$ cat src/rtl/st_adapter_pkg.sv
`default_nettype none
// ============================================================================
// st_adapter_pkg : shared types and helpers for the ST channel filter adapter
// Rev 1.0
// ============================================================================
package st_adapter_pkg;

    typedef enum logic [1:0] {
        ST_IDLE = 2'd0,
        ST_PASS = 2'd1,
        ST_DROP = 2'd2
    } state_e;

    // A channel is legal when it lies in [offset, offset + max_ch].
    function automatic logic chan_legal(
        input logic [31:0] ch,
        input logic [31:0] offset,
        input logic [31:0] max_ch
    );
        return (ch >= offset) && ((ch - offset) <= max_ch);
    endfunction

endpackage
`default_nettype wire

$ cat src/rtl/st_skid_buffer.sv
`default_nettype none
// ============================================================================
// st_skid_buffer : 2-entry valid/ready register stage with registered ready
// Rev 1.0
// ============================================================================
module st_skid_buffer #(
    parameter int W = 8
) (
    input  logic         clk,
    input  logic         rst,
    input  logic         i_valid,
    input  logic [W-1:0] i_data,
    output logic         o_ready,
    output logic         o_valid,
    output logic [W-1:0] o_data,
    input  logic         i_ready
);

    logic [W-1:0] r_mem [2];
    logic         r_wr_ptr;
    logic         r_rd_ptr;
    logic [1:0]   r_cnt;
    logic         r_ready;
    logic         w_push;
    logic         w_pop;
    logic [1:0]   w_cnt_nxt;

    assign w_push    = i_valid & r_ready;
    assign w_pop     = (r_cnt != 2'd0) & i_ready;
    assign w_cnt_nxt = r_cnt + {1'b0, w_push} - {1'b0, w_pop};

    always_ff @(posedge clk) begin
        if (rst) begin
            r_mem[0] <= '0;
            r_mem[1] <= '0;
            r_wr_ptr <= 1'b0;
            r_rd_ptr <= 1'b0;
            r_cnt    <= 2'd0;
            r_ready  <= 1'b0;
        end else begin
            if (w_push) begin
                r_mem[r_wr_ptr] <= i_data;
                r_wr_ptr        <= ~r_wr_ptr;
            end
            if (w_pop) begin
                r_rd_ptr <= ~r_rd_ptr;
            end
            r_cnt   <= w_cnt_nxt;
            // Ready looks one beat ahead so the upstream never sees out_ready.
            r_ready <= (w_cnt_nxt != 2'd2);
        end
    end

    assign o_ready = r_ready;
    assign o_valid = (r_cnt != 2'd0);
    assign o_data  = r_mem[r_rd_ptr];

endmodule
`default_nettype wire

$ cat src/rtl/st_channel_filter_adapter.sv
`default_nettype none
// ============================================================================
// st_channel_filter_adapter : remaps/filters ST channels per packet or beat,
//                             registered output via skid buffer, drop counter
// Rev 1.0
// ============================================================================
module st_channel_filter_adapter
    import st_adapter_pkg::*;
#(
    parameter int DATA_W         = 8,
    parameter int IN_CHANNEL_W   = 8,
    parameter int OUT_CHANNEL_W  = 1,
    parameter int CHANNEL_OFFSET = 0,
    parameter int MAX_CHANNEL    = 0,
    parameter int PKT_DROP       = 1,
    parameter int CNT_W          = 16
) (
    input  logic                     clk,
    input  logic                     reset,
    output logic                     in_ready,
    input  logic                     in_valid,
    input  logic [DATA_W-1:0]        in_data,
    input  logic [IN_CHANNEL_W-1:0]  in_channel,
    input  logic                     in_startofpacket,
    input  logic                     in_endofpacket,
    input  logic                     out_ready,
    output logic                     out_valid,
    output logic [DATA_W-1:0]        out_data,
    output logic [OUT_CHANNEL_W-1:0] out_channel,
    output logic                     out_startofpacket,
    output logic                     out_endofpacket,
    input  logic                     clear_count,
    output logic [CNT_W-1:0]         drop_count,
    output logic                     protocol_err
);

    localparam int SKID_W = DATA_W + OUT_CHANNEL_W + 2;

    logic                     w_acc;
    logic                     w_legal;
    logic                     w_fwd;
    logic                     w_drop;
    logic                     w_err;
    logic [OUT_CHANNEL_W-1:0] w_remap;
    logic [OUT_CHANNEL_W-1:0] w_fwd_ch;
    logic [SKID_W-1:0]        w_skid_q;
    logic [CNT_W-1:0]         r_drop_count;
    logic                     r_protocol_err;

    assign w_acc   = in_valid & in_ready;
    assign w_legal = chan_legal(32'(in_channel), 32'(CHANNEL_OFFSET), 32'(MAX_CHANNEL));
    assign w_remap = OUT_CHANNEL_W'(in_channel - IN_CHANNEL_W'(CHANNEL_OFFSET));

    generate
        if (PKT_DROP != 0) begin : g_pkt
            state_e                   r_state;
            state_e                   w_state_nxt;
            logic [OUT_CHANNEL_W-1:0] r_ch;

            // Any SOP restarts evaluation as if IDLE, even mid-packet.
            always_comb begin
                w_fwd       = 1'b0;
                w_drop      = 1'b0;
                w_err       = 1'b0;
                w_fwd_ch    = w_remap;
                w_state_nxt = r_state;
                if (w_acc) begin
                    if (in_startofpacket) begin
                        w_err = (r_state != ST_IDLE);
                        if (w_legal) begin
                            w_fwd       = 1'b1;
                            w_state_nxt = in_endofpacket ? ST_IDLE : ST_PASS;
                        end else begin
                            w_drop      = 1'b1;
                            w_state_nxt = in_endofpacket ? ST_IDLE : ST_DROP;
                        end
                    end else begin
                        case (r_state)
                            ST_PASS: begin
                                w_fwd    = 1'b1;
                                w_fwd_ch = r_ch;
                                if (in_endofpacket) w_state_nxt = ST_IDLE;
                            end
                            ST_DROP: begin
                                if (in_endofpacket) w_state_nxt = ST_IDLE;
                            end
                            default: w_err = 1'b1;
                        endcase
                    end
                end
            end

            always_ff @(posedge clk) begin
                if (reset) begin
                    r_state <= ST_IDLE;
                    r_ch    <= '0;
                end else begin
                    r_state <= w_state_nxt;
                    if (w_acc && in_startofpacket && w_legal) r_ch <= w_remap;
                end
            end
        end else begin : g_beat
            assign w_fwd    = w_acc & w_legal;
            assign w_drop   = w_acc & ~w_legal;
            assign w_err    = 1'b0;
            assign w_fwd_ch = w_remap;
        end
    endgenerate

    always_ff @(posedge clk) begin
        if (reset) begin
            r_drop_count   <= '0;
            r_protocol_err <= 1'b0;
        end else if (clear_count) begin
            r_drop_count   <= '0;
            r_protocol_err <= 1'b0;
        end else begin
            if (w_drop && (r_drop_count != {CNT_W{1'b1}})) r_drop_count <= r_drop_count + 1'b1;
            if (w_err) r_protocol_err <= 1'b1;
        end
    end

    assign drop_count   = r_drop_count;
    assign protocol_err = r_protocol_err;

    st_skid_buffer #(
        .W (SKID_W)
    ) u_skid (
        .clk     (clk),
        .rst     (reset),
        .i_valid (w_fwd),
        .i_data  ({in_data, w_fwd_ch, in_startofpacket, in_endofpacket}),
        .o_ready (in_ready),
        .o_valid (out_valid),
        .o_data  (w_skid_q),
        .i_ready (out_ready)
    );

    assign {out_data, out_channel, out_startofpacket, out_endofpacket} = w_skid_q;

endmodule
`default_nettype wire

$ cat config.mk
export PLATFORM = sky130hd
export DESIGN_NAME = st_channel_filter_adapter
export DESIGN_NICKNAME = d
export VERILOG_FILES = /design/src/rtl/st_adapter_pkg.sv /design/src/rtl/st_skid_buffer.sv /design/src/rtl/st_channel_filter_adapter.sv
export SDC_FILE = /design/constraint.sdc
export NUM_CORES = 1
export LEC_CHECK = 0
export ABC_AREA = 0
export ABC_CLOCK_PERIOD_IN_PS = 3000
export CELL_PAD_IN_SITES_DETAIL_PLACEMENT = 1
export CELL_PAD_IN_SITES_GLOBAL_PLACEMENT = 1
export CORE_UTILIZATION = 40
export CTS_BUF_LIST = sky130_fd_sc_hd__clkbuf_8
export DETAILED_ROUTE_END_ITERATION = 10
export GPL_TIMING_DRIVEN = 0
export PLACE_DENSITY_LB_ADDON = 0.1
export RECOVER_POWER = 50
export SYNTH_ARGS = -nofsm -noshare
export SYNTH_HDL_FRONTEND = slang
export SYNTH_SLANG_ARGS = --single-unit
export TNS_END_PERCENT = 30
$ cat constraint.sdc
create_clock -name clk -period 3 [get_ports clk]
set_input_delay 0.75 -clock clk [delete_from_list [all_inputs] [get_ports clk]]
set_output_delay 0.75 -clock clk [all_outputs]
set_load 0.03 [all_outputs]
---- Word level (Yosys, flattened, before mapping) ----
Memories as Yosys holds them, arrays and structs flattened. A register that Yosys moved wholly into a read port is not among the register bits.
Index checks and enable logic that the tools add are counted.
word-level totals
  register bits ........................... 25
  RAM bits ................................ 22
  bits of input ports ..................... 23
  output and inout port bits .............. 30
  word-level logic and storage cells ...... 62
  memories kept ........................... 1
memories
  name          depth  bits a word  rd ports  clocked after memory_dff  wr ports  line                  source
  u_skid.r_mem  2      11           1         1                         2         st_skid_buffer.sv:19  logic [W-1:0] r_mem [2];
cells by class
  add/subtract/negate cells ............... 3
  order comparisons ....................... 1
  eq/ne operators ......................... 4
  muxes and demuxes ....................... 29
  bitwise logic cells ..................... 5
  reductions and logical operators ........ 11
operators with widths
  cell                                                                              number
  1-bit 2-to-1 mux                                                                  23
  16-bit by 1-bit adder with 16-bit output, second input constant                   1
  16-bit != test, second input constant                                             1
  11-bit 2-to-1 mux                                                                 1
  11-bit OR reduction                                                               1
  2-bit 2-to-1 mux                                                                  5
  8-bit by 1-bit less-or-equal comparator with 1-bit output, second input constant  1
  2-bit nonzero test                                                                4
  2-bit OR reduction                                                                2
  1-bit bitwise AND                                                                 3
  1-bit logical AND                                                                 3
  3-bit AND reduction                                                               1
  2-bit by 1-bit adder with 2-bit output                                            1
  2-bit by 1-bit equality test with 1-bit output, second input constant             1
  2-bit equality test, second input constant                                        1
  2-bit != test, second input constant                                              1
  1-bit inverter                                                                    2
  2-bit by 1-bit subtractor with 2-bit output                                       1

---- Logic depth before layout (Yosys ltp) ----
  depth in word-level cells ............... 10
  depth in mapped cells ................... 7
  depth with buffers taken out ............ 6

---- By module ----
Synthesis repeated with hierarchy kept, for this count alone.
unflattened totals
  cells, all modules ...................... 216
  area total of the unflattened synthesis .. 2,369.8 um^2
by module, submodules not included
  module                     instances  cells an instance  area an instance (um^2)  seq. area each (um^2)
  st_skid_buffer             1          86                 1,217.4                  780.7
  st_channel_filter_adapter  1          130                1,152.4                  400.4

---- Worst setup path after synthesis ----
OpenSTA, ideal clock, no wires.
  path type ............................... input-to-reg
  start point ............................. in in_channel[4]
  end point ............................... mem u_skid.r_mem[0][0] (netlist bit) (enable)
  library setup time ...................... 381 ps
  arrival time ............................ 2,332 ps
  required time ........................... 2,619 ps
  setup slack ............................. 287 ps
  cell stages on the path ................. 4
  path buffers ............................ 0
  cell sequence ........................... nor4_2 -> a31oi_1 -> or2_1 -> o21bai_1
RTL lines
  item                line                             source
  start: declaration  st_channel_filter_adapter.sv:23  input logic [IN_CHANNEL_W-1:0] in_channel,
  end: declaration    st_skid_buffer.sv:19

==> results.py <==
metrics = {
    "critical_path": {
        "cp.required_ns": 2.25,
        "r2r_setup_slack_ns": 0.56,
        "r2r-end": "drop_count[14]$_SDFFE_PP0P_",
        "critical_path_class": "flop to primary output",
        "crit_path_max_fanout": 10,
        "critPathCapture": "out_endofpacket",
        "arrival_ns": 2.17,
        "reg2reg_depth": 6,
        "r2r-start": "drop_count[0]$_SDFFE_PP0P_",
        "start_kind": "flop",
        "end_kind": "primary output",
    },
    "min_path": {
        "worstHoldPathCells": 2,
        "hold_path_class": "flop to flop",
    },
    "status": {
        "status": "completed",
    },
    "finish": {
        "finalNonFillerCells": 354,
        "layout-drive-gt1-share": 0.103,
        "antenna_cells": 0,
        "syn2layout_area_growth_pct": 31.8,
        "fin_nets": 308,
        "n_fill_cell": 635,
        "final_cell_area_sq_mm": 0.00308,
    },
    "place": {
        "hpwl_mm": 4.12,
        "io_buffers": 52,
        "place_congestion": 0.761,
        "place_area_sq_mm": 0.00295,
        "dp.cells": 346,
    },
    "synth": {
        "synth-async-reset-ratio": 0,
        "synthesis.area_sq_mm": 0.00234,
        "yosys_most_used_dff": "dfxtp_1",
        "yosys_warnings": 0,
        "synth_edf_count": 22,
        "syn_area_per_cell_sq_um": 10.5,
        "ys_ff_latch": 48,
        "synthDistinctLibCells": 45,
        "synth_cells": 222,
        "seq_area_frac_synth": 0.505,
        "synth_nets": 249,
    },
    "sta": {
        "drv_slew": 0,
        "finalSetupViolCount": 0,
        "worst_pin_slew_ns": 0.971,
        "maxSlewHeadroom": 0.347,
        "final.period_utilization": 0.974,
        "finalHoldViolCount": 0,
        "clock-skew-final_ns": 0.00651,
        "rsz0062_at_grt": "true",
        "final.setup.tns_ns": 0,
        "clock.fmax_ghz": 0.342,
        "period_needed_ns": 2.92,
    },
    "clock_network": {
        "insertion_delay_ns": 0.31,
        "clock_sinks": 48,
        "htree_levels": 2,
        "cts_tree": "yes",
        "numCtsBuffers": 5,
        "postCtsSetupBuffers": 0,
        "cts.root.buffer_cell": "clkbuf_8",
        "clk_pin_slew_ns": 0.09,
        "clk_path_buf_depth": 2,
    },
    "global_route": {
        "grt_pass1_vias": 1941,
        "grt_max_degree": 17,
        "grtUsageMet2": 0.357,
        "grt-busiest-layer": "met2",
        "grt_usage": 0.198,
        "antenna_found_initial": 0,
        "overflow": 0,
        "met1_usage": 0.239,
        "grt_first_pass_wirelength_mm": 9.45,
        "grtUsageMet3": 0.0314,
    },
    "detailed_routing": {
        "num_vias": 1940,
        "drt-initial-drc-count": 55,
        "dr.pass1.iters": 4,
        "antenna_left": 0,
        "drt-total-wl_mm": 5.80,
        "wire_per_inst_um": 16.4,
        "viasPerCell": 5.48,
        "drc_errors": 0,
    },
    "pwr": {
        "powerDensity_mw_per_mm2": 473,
        "ir_drop_uv": 207,
        "power_leakage_nw": 1.09,
    },
    "die": {
        "start_util": 0.419,
        "chipHeight_um": 78.4,
        "rows": 27,
        "die_width_um": 78.4,
        "io_pins": 53,
        "design.die.area_sq_mm": 0.00615,
        "coreArea_sq_mm": 0.00557,
    },
    "run": {
        "maxCapViolCount": 0,
    },
}
==> stage by stage <==
step	utilization	setup slack (ns)	hold WS [ns]	power (mW)
floorplan	-	0.287	0.449	0.884
global placement	0.529	-0.720	0.459	0.983
detailed placement	0.529	-0.795	0.463	0.988
CTS	0.552	0.0499	0.491	1.48
global route	0.553	-0.0254	0.520	1.52
finish	0.553	0.0767	0.487	1.46
==> critical path, stage by stage, from the launching register on <==
cell and delay, ns:
dfxtp_1 0.37, clkbuf_1 0.49, mux2_2 0.41, clkdlybuf4s50_1 0.59
==> routing by layer <==
metal  part of all wire  wire length [um]  vias up
li1                   -                 -      954
met1               0.43              2500      950
met2               0.53              3080       32
met3              0.028               163        4
met4             0.0091                53        0
met5                  0                 0        -
==> layout by cell type, fill, tap and decap left out, types with 9 or more instances in the layout <==
cell type	synthesis	layout
a21oi_1	13	13
and2_1	20	20
clkbuf_1	8	9
clkdlybuf4s50_1	0	30
dfxtp_1	26	26
dlygate4sd3_1	0	22
edfxtp_1	22	22
mux2_2	11	11
nand2_1	11	11
nand3_1	9	10
nor2_1	10	10
==> kinds of logic (layout without fill, tap and decap cells) <==
kind of cell             count (synthesis)  after routing  share of synthesized area
AO/OA/AOI/OAI                           37             37                      0.107
flip-flops                              48             48                      0.505
adder cells (fa/ha/maj)                  4              4                     0.0214
multiplexers                            18             18                     0.0830
buffers and inverters                   16             76                     0.0294
XOR/XNOR                                 2              2                    0.00750
AND/OR/NAND/NOR                         97             97                      0.246
==> cell usage after synthesis, drive strengths merged (7+ instances only) <==
cell     n  area [sq um]
dfxtp   26           521
and2    20           125
or4      7          52.6
nand3   10          55.1
mux2i    7          70.1
clkbuf   8          30.0
nand2   11          41.3
or3      7          43.8
nor4     7          56.3
edfxtp  22           661
a21oi   13          65.1
nor2    10          37.5
mux2    11           124
==> cell type report <==
class                      count  area [sq um]  area share
sequential                    48          1180       0.383
multi-input combinational    158          1110       0.361
timing repair buffer          52           520       0.169
tap                           72          90.1      0.0292
clock buffer                   5          68.8      0.0223
clock inverter                 3          47.5      0.0154
buffer                        10          38.8      0.0126
inverter                       6          22.5     0.00731
==> power breakdown <==
group | internal [mW] | total [mW] | switching [mW]
Combinational | 0.116 | 0.252 | 0.136
Clock | 0.251 | 0.488 | 0.236
Sequential | 0.706 | 0.718 | 0.0127
Total | 1.07 | 1.46 | 0.385
==> what timing repair did <==
| action | in CTS | in global routing |
|---|---|---|
| resized for setup | 2 | 2 |
| hold endpoints to repair | 0 | 0 |
| pin swaps | 0 | 0 |
| setup endpoints to repair | 11 | 45 |
| hold buffers | 0 | 0 |
==> flip-flops by register name, indices dropped and copies added (netlist names), named ones only <==
register	flops
u_skid.r_wr_ptr	1
u_skid.r_rd_ptr	1
u_skid.r_cnt	2
g_pkt.r_ch	1
g_pkt.r_state	2
u_skid.r_mem	22
drop_count	16
protocol_err	1
u_skid.o_ready	1
==> worst min path at each step <==
stage | slack (ns) | startpoint | end
floorplan | 0.45 | g_pkt.r_state[0]$_SDFFE_PP0P_ | g_pkt.r_state[0]$_SDFFE_PP0P_
global route | 0.52 | g_pkt.r_ch$_SDFFE_PP0P_ | g_pkt.r_ch$_SDFFE_PP0P_
detailed placement | 0.46 | protocol_err$_SDFFE_PP0P_ | protocol_err$_SDFFE_PP0P_
finish | 0.49 | g_pkt.r_state[0]$_SDFFE_PP0P_ | g_pkt.r_state[0]$_SDFFE_PP0P_
global placement | 0.46 | protocol_err$_SDFFE_PP0P_ | protocol_err$_SDFFE_PP0P_
CTS | 0.49 | g_pkt.r_ch$_SDFFE_PP0P_ | g_pkt.r_ch$_SDFFE_PP0P_
Power figures use the tool's default switching activity.
